==> src/rtl/area_sched_if.sv <==
// Job, calculator, result and status signals of the area scheduler.
// The slave modport is the scheduler's view; master is the surrounding system.
interface area_sched_if;
    logic        box_valid;
    logic        box_ready;
    logic [9:0]  box_x0, box_y0, box_x1, box_y1;
    logic [3:0]  box_id;

    logic        calc_start;
    logic [9:0]  calc_x0, calc_y0, calc_x1, calc_y1;
    logic        calc_done;
    logic [19:0] calc_area;

    logic        res_valid;
    logic        res_ready;
    logic [3:0]  res_id;
    logic [19:0] res_area;
    logic        res_timeout;

    logic        busy;
    logic        clear_max;
    logic        max_valid;
    logic [19:0] max_area;
    logic [3:0]  max_id;

    modport slave (
        input  box_valid, box_x0, box_y0, box_x1, box_y1, box_id,
        input  calc_done, calc_area, res_ready, clear_max,
        output box_ready, calc_start, calc_x0, calc_y0, calc_x1, calc_y1,
        output res_valid, res_id, res_area, res_timeout,
        output busy, max_valid, max_area, max_id
    );

    modport master (
        output box_valid, box_x0, box_y0, box_x1, box_y1, box_id,
        output calc_done, calc_area, res_ready, clear_max,
        input  box_ready, calc_start, calc_x0, calc_y0, calc_x1, calc_y1,
        input  res_valid, res_id, res_area, res_timeout,
        input  busy, max_valid, max_area, max_id
    );
endinterface

==> src/rtl/area_scheduler.sv <==
// Queues bounding-box jobs, runs each through an external area calculator
// under a watchdog, reports results in order and tracks the largest area.
module area_scheduler #(
    parameter int DEPTH   = 4,
    parameter int TIMEOUT = 4000000
) (
    input logic        clk,
    input logic        reset,
    area_sched_if.slave bus
);
    localparam int          AW      = $clog2(DEPTH);
    localparam logic [AW:0] PTR_INC = (AW+1)'(1);
    localparam logic [23:0] WD_LAST = 24'(TIMEOUT - 1);

    typedef struct packed {
        logic [9:0] x0, y0, x1, y1;
        logic [3:0] id;
    } job_t;

    typedef enum logic [1:0] {IDLE, ISSUE, WAIT, REPORT} state_t;

    state_t      state, next_state;
    job_t        fifo [DEPTH];
    job_t        head, job;
    logic [AW:0] wr_ptr, rd_ptr;
    logic        full, empty, push, pop, degenerate, res_hs, take_max;
    logic        start_c, valid_c;
    logic [23:0] wd;
    logic [19:0] area_q;
    logic        timeout_q;

    assign full       = (wr_ptr[AW] != rd_ptr[AW]) && (wr_ptr[AW-1:0] == rd_ptr[AW-1:0]);
    assign empty      = (wr_ptr == rd_ptr);
    assign push       = bus.box_valid && !full;
    assign pop        = (state == IDLE) && !empty;
    assign head       = fifo[rd_ptr[AW-1:0]];
    assign degenerate = (head.x0 > head.x1) || (head.y0 > head.y1);
    assign res_hs     = (state == REPORT) && bus.res_ready;
    // While clearing, any completed job is the new maximum.
    assign take_max   = res_hs && !timeout_q &&
                        (bus.clear_max || !bus.max_valid || area_q > bus.max_area);

    always_ff @(posedge clk) begin
        if (push) fifo[wr_ptr[AW-1:0]] <= '{bus.box_x0, bus.box_y0, bus.box_x1, bus.box_y1, bus.box_id};
    end

    always_ff @(posedge clk) begin
        if (reset) state <= IDLE;
        else       state <= next_state;
    end

    always_comb begin
        next_state = state;
        start_c    = 1'b0;
        valid_c    = 1'b0;
        case (state)
            IDLE:   if (!empty) next_state = degenerate ? REPORT : ISSUE;
            ISSUE: begin
                start_c    = 1'b1;
                next_state = WAIT;
            end
            WAIT:   if (bus.calc_done || wd == WD_LAST) next_state = REPORT;
            REPORT: begin
                valid_c = 1'b1;
                if (bus.res_ready) next_state = IDLE;
            end
            default: next_state = IDLE;
        endcase
    end

    always_ff @(posedge clk) begin
        if (reset) begin
            wr_ptr        <= '0;
            rd_ptr        <= '0;
            job           <= '0;
            wd            <= '0;
            area_q        <= '0;
            timeout_q     <= 1'b0;
            bus.max_valid <= 1'b0;
            bus.max_area  <= '0;
            bus.max_id    <= '0;
        end else begin
            if (push) wr_ptr <= wr_ptr + PTR_INC;
            if (pop) begin
                rd_ptr    <= rd_ptr + PTR_INC;
                job       <= head;
                area_q    <= '0;
                timeout_q <= 1'b0;
            end
            if (state == ISSUE) wd <= '0;
            if (state == WAIT) begin
                wd <= wd + 24'd1;
                // A done arriving on the last watchdog cycle still counts.
                if (bus.calc_done) begin
                    area_q    <= bus.calc_area;
                    timeout_q <= 1'b0;
                end else if (wd == WD_LAST) begin
                    area_q    <= '0;
                    timeout_q <= 1'b1;
                end
            end
            if (take_max) begin
                bus.max_valid <= 1'b1;
                bus.max_area  <= area_q;
                bus.max_id    <= job.id;
            end else if (bus.clear_max) begin
                bus.max_valid <= 1'b0;
                bus.max_area  <= '0;
                bus.max_id    <= '0;
            end
        end
    end

    assign bus.box_ready   = !full;
    assign bus.calc_start  = start_c;
    assign bus.calc_x0     = job.x0;
    assign bus.calc_y0     = job.y0;
    assign bus.calc_x1     = job.x1;
    assign bus.calc_y1     = job.y1;
    assign bus.res_valid   = valid_c;
    assign bus.res_id      = job.id;
    assign bus.res_area    = area_q;
    assign bus.res_timeout = timeout_q;
    assign bus.busy        = !empty || (state != IDLE);
endmodule
==> src/flat_wrapper.sv <==
// flat-port wrapper written by rule: the top's interface ports become plain ports
module area_scheduler_flat 
#(
    parameter int DEPTH   = 4,
    parameter int TIMEOUT = 4000000
)
  (clk, reset, bus_box_valid, bus_box_x0, bus_box_y0, bus_box_x1, bus_box_y1, bus_box_id, bus_calc_done, bus_calc_area, bus_res_ready, bus_clear_max, bus_box_ready, bus_calc_start, bus_calc_x0, bus_calc_y0, bus_calc_x1, bus_calc_y1, bus_res_valid, bus_res_id, bus_res_area, bus_res_timeout, bus_busy, bus_max_valid, bus_max_area, bus_max_id);
  area_sched_if bus_i ();
  input logic clk;
  input logic reset;
  input wire logic [$bits(bus_i.box_valid)-1:0] bus_box_valid;
  input wire logic [$bits(bus_i.box_x0)-1:0] bus_box_x0;
  input wire logic [$bits(bus_i.box_y0)-1:0] bus_box_y0;
  input wire logic [$bits(bus_i.box_x1)-1:0] bus_box_x1;
  input wire logic [$bits(bus_i.box_y1)-1:0] bus_box_y1;
  input wire logic [$bits(bus_i.box_id)-1:0] bus_box_id;
  input wire logic [$bits(bus_i.calc_done)-1:0] bus_calc_done;
  input wire logic [$bits(bus_i.calc_area)-1:0] bus_calc_area;
  input wire logic [$bits(bus_i.res_ready)-1:0] bus_res_ready;
  input wire logic [$bits(bus_i.clear_max)-1:0] bus_clear_max;
  output wire logic [$bits(bus_i.box_ready)-1:0] bus_box_ready;
  output wire logic [$bits(bus_i.calc_start)-1:0] bus_calc_start;
  output wire logic [$bits(bus_i.calc_x0)-1:0] bus_calc_x0;
  output wire logic [$bits(bus_i.calc_y0)-1:0] bus_calc_y0;
  output wire logic [$bits(bus_i.calc_x1)-1:0] bus_calc_x1;
  output wire logic [$bits(bus_i.calc_y1)-1:0] bus_calc_y1;
  output wire logic [$bits(bus_i.res_valid)-1:0] bus_res_valid;
  output wire logic [$bits(bus_i.res_id)-1:0] bus_res_id;
  output wire logic [$bits(bus_i.res_area)-1:0] bus_res_area;
  output wire logic [$bits(bus_i.res_timeout)-1:0] bus_res_timeout;
  output wire logic [$bits(bus_i.busy)-1:0] bus_busy;
  output wire logic [$bits(bus_i.max_valid)-1:0] bus_max_valid;
  output wire logic [$bits(bus_i.max_area)-1:0] bus_max_area;
  output wire logic [$bits(bus_i.max_id)-1:0] bus_max_id;
  assign bus_i.box_valid = bus_box_valid;
  assign bus_i.box_x0 = bus_box_x0;
  assign bus_i.box_y0 = bus_box_y0;
  assign bus_i.box_x1 = bus_box_x1;
  assign bus_i.box_y1 = bus_box_y1;
  assign bus_i.box_id = bus_box_id;
  assign bus_i.calc_done = bus_calc_done;
  assign bus_i.calc_area = bus_calc_area;
  assign bus_i.res_ready = bus_res_ready;
  assign bus_i.clear_max = bus_clear_max;
  assign bus_box_ready = bus_i.box_ready;
  assign bus_calc_start = bus_i.calc_start;
  assign bus_calc_x0 = bus_i.calc_x0;
  assign bus_calc_y0 = bus_i.calc_y0;
  assign bus_calc_x1 = bus_i.calc_x1;
  assign bus_calc_y1 = bus_i.calc_y1;
  assign bus_res_valid = bus_i.res_valid;
  assign bus_res_id = bus_i.res_id;
  assign bus_res_area = bus_i.res_area;
  assign bus_res_timeout = bus_i.res_timeout;
  assign bus_busy = bus_i.busy;
  assign bus_max_valid = bus_i.max_valid;
  assign bus_max_area = bus_i.max_area;
  assign bus_max_id = bus_i.max_id;
  area_scheduler #(.DEPTH(DEPTH), .TIMEOUT(TIMEOUT)) u_core (.clk(clk), .reset(reset), .bus(bus_i));
endmodule
==> config.mk <==
export PLATFORM = sky130hd
export DESIGN_NAME = area_scheduler_flat
export DESIGN_NICKNAME = d
export VERILOG_FILES = /design/src/rtl/area_sched_if.sv /design/src/rtl/area_scheduler.sv /design/src/flat_wrapper.sv
export SDC_FILE = /design/constraint.sdc
export NUM_CORES = 1
export LEC_CHECK = 0
export CORE_ASPECT_RATIO = 2
export CORE_UTILIZATION = 45
export DETAILED_ROUTE_END_ITERATION = 16
export HOLD_SLACK_MARGIN = 0.1
export PLACE_DENSITY_LB_ADDON = 0.12
export SLEW_MARGIN = 15
export SYNTH_ARGS = -nofsm -noshare
export SYNTH_HDL_FRONTEND = slang
export SYNTH_SLANG_ARGS = --single-unit
export TNS_END_PERCENT = 20
==> constraint.sdc <==
create_clock -name clk -period 4.15 [get_ports clk]
set_clock_uncertainty 0.1 [all_clocks]
set_input_delay 0.415 -clock clk [delete_from_list [all_inputs] [get_ports clk]]
set_output_delay 0.415 -clock clk [all_outputs]
set_load 0.01 [all_outputs]
==> results.cfg <==
[status]
status = finished clean

[sta]
rsz0062_at_grt = no
finalSetupTns_ns = 0
maxSlewHeadroom_pct = 35.3
finalHoldViolCount = 0
fmax_mhz = 326
period_needed_ns = 3.07
timing.hold.ws_ns = 0.217
setup_viol = 0
maxSlewViolCount = 0
tightest_slew_ns = 0.968
fin_crit_sh_pct = 74.0

[clock_network]
cts_resized = 0
htreeDepth = 1
post_cts_buffers = 0
cts_num_sinks = 300
holdBufCountCts = 0
clkTransAtPathRegs_ns = 0.07
cts-root-buf = clkbuf_16
cts_tree = done
clkLatencyLatePin_ns = 0.55
cts_buffer_depth = 3
cts_buffers = 28

[floorplanning]
rows = 84
die_w_um = 118
ios = 164
die_h_um = 235
core_sq_um = 26500
initial_utilization_pct = 46.0
die-area_sq_um = 27800

[synth]
netlist_instances = 894
ys_types = 48
synth_edf_count = 176
synth_nets = 1015
async_flop_share_pct = 0
yosysWarnings = 0
ys.flop_type = edfxtp_1
mappedNetlistArea_sq_um = 12200
synth-seq-cells = 300
ys_seq_area_share_pct = 63.7
synth.avg_cell_area_sq_um = 13.6

[setup_path]
cp-end-kind = flop
crit_fanout = 12
cpMaxStageDelayCell = a21oi_2
crit_family = compound AO/OA/AOI/OAI gates
crit_buf_inv = 2
worstPathCellList = inv_1, ha_1, a21oi_1, nor2_1, or4_1, a221o_1, a21oi_2, buf_4, o2bb2ai_2
cp.required_ns = 4.49
reg2reg_slack_ns = 1.08
critPathMaxStageDelay_ns = 0.55
arrival_ns = 3.41
critPathLaunchType = flop
crit_type = flop to flop

[cells_and_area]
drive_above_1_share_pct = 13.4
final_cell_mix = edfxtp_1 (176), clkdlybuf4s50_1 (162), nand2_1 (125)
nFillCells = 2204
syn2layout_area_growth_pct = 25.4
final_nets = 1187
n_antenna_cell = 0
final_common_cell = edfxtp_1

[place]
portBuffers = 163
gp_congestion = 0.825
hpwlAfterDp_um = 20100

[detailed_routing]
viasPerCell = 5.30
num_vias = 7586
drt_first_pass_iters = 4
wl_per_cell_um = 19.8
wirelength_um = 28400
drc = 0
dr.first_iter.drc_count = 318
antenna_left = 0

[global_route]
grt_pass1_vias = 7934
track_usage_pct = 21.0
antenna_found_initial = 0
grt_max_degree = 47
overflow = 0
grt_pass1_wl_um = 44400

[power]
cellLeakagePower_nw = 5.29
power_density_nw_per_um2 = 583
max-vdd-ir-drop_mv = 0.446

[min_path]
hold_class = primary input to flop

[run]
maxCapViolCount = 0
-- state kept, by name, indices dropped and copies added (netlist names), named ones only --
register / flops
u_core.bus.calc_y1: 10
u_core.bus.calc_y0: 10
u_core.wr_ptr: 3
u_core.bus.max_valid: 1
u_core.bus.max_id: 4
u_core.wd: 24
u_core.rd_ptr: 3
u_core.bus.max_area: 20
u_core.bus.res_area: 20
u_core.bus.calc_x0: 10
u_core.fifo: 176
u_core.bus.res_timeout: 1
u_core.bus.calc_x1: 10
u_core.bus.res_id: 4
u_core.state: 2
-- per-stage QoR --
| step | setup slack (ns) | power (mW) | cell area (sq um) | util, % | cells |
|---|---|---|---|---|---|
| 4_1_cts | 1.07 | 9.03 | 15300 | 57.7 | 1432 |
| 3_5_place_dp | 1.00 | 6.18 | 14200 | 53.7 | 1380 |
| 5_1_grt | 0.857 | 9.37 | 15300 | 57.7 | 1432 |
| 6_report | 1.08 | 8.90 | 15300 | 57.7 | 1432 |
| 2_1_floorplan | 1.23 | 5.15 | 12200 | - | 894 |
| 3_3_place_gp | 1.07 | 6.15 | 14200 | 53.7 | 1380 |
-- cell usage after synthesis (11+ instances only) --
library cell | n | area (sq um)
xnor2_1 | 14 | 123
clkbuf_1 | 27 | 101
xor2_1 | 12 | 105
nand2_1 | 126 | 473
dfxtp_1 | 124 | 2480
nor2_1 | 44 | 165
inv_1 | 51 | 191
ha_1 | 51 | 638
o2bb2ai_2 | 20 | 300
and3_1 | 14 | 87.6
nand4_1 | 16 | 100
mux4_2 | 44 | 991
a32o_1 | 20 | 200
a21oi_1 | 62 | 310
edfxtp_1 | 176 | 5290
o21ai_0 | 11 | 55.1
-- final timing paths --
kind | start | endpoint | cells after the start
min reg2reg | u_core.bus.calc_x0[8]$_SDFFE_PP0P_ | u_core.bus.calc_x0[8]$_SDFFE_PP0P_ | 2
min | reset | u_core.rd_ptr[0]$_SDFFE_PP0P_ | 2
max reg2reg | u_core.bus.max_area[15]$_SDFFE_PP0P_ | u_core.bus.max_area[17]$_SDFFE_PP0P_ | 9
max | u_core.bus.max_area[15]$_SDFFE_PP0P_ | u_core.bus.max_area[17]$_SDFFE_PP0P_ | 9
-- cells by family (layout without fill, tap and decap cells) --
kind of cell	count (synthesis)	in the layout	synth area share [%]
buf+inv	92	286	3.02
mux	45	45	8.21
simple gates	240	240	8.91
compound gates	140	140	9.01
fa+ha+maj	51	51	5.24
xor+xnor	26	26	1.87
flops	300	300	63.7
-- worst register-to-register path, delay by kind of cell (launching register included) --
| family | cells | cell delay [ns] |
|---|---|---|
| buffers and inverters | 2 | 0.43 |
| AOI/OAI and AO/OA | 4 | 1.20 |
| and+or+nand+nor | 2 | 0.54 |
| DFF | 1 | 0.38 |
| adders and majority gates | 1 | 0.32 |
-- layer usage --
layer | GRT usage [%] | vias to the layer above | routed length [um]
li1 | - | 3659 | -
met2 | 42.5 | 180 | 16600
met3 | 2.77 | 39 | 1050
met1 | 21.5 | 3708 | 10000
met5 | 0 | - | 0
met4 | 6.72 | 0 | 693
-- power by group --
group	internal, mW	switching, mW
logic	1.08	1.30
registers	3.44	0.235
clock network	1.73	1.11
-- layout make-up --
class | instances | area (sq um) | share of cell area (%)
clock buffer | 36 | 792 | 5.18
clock inverter | 16 | 255 | 1.67
inverter | 52 | 195 | 1.28
multi-input combinational | 502 | 4060 | 26.6
sequential | 300 | 7770 | 50.9
tap | 344 | 430 | 2.82
timing repair buffer | 182 | 1770 | 11.6
(Power assumes the default switching activity.)
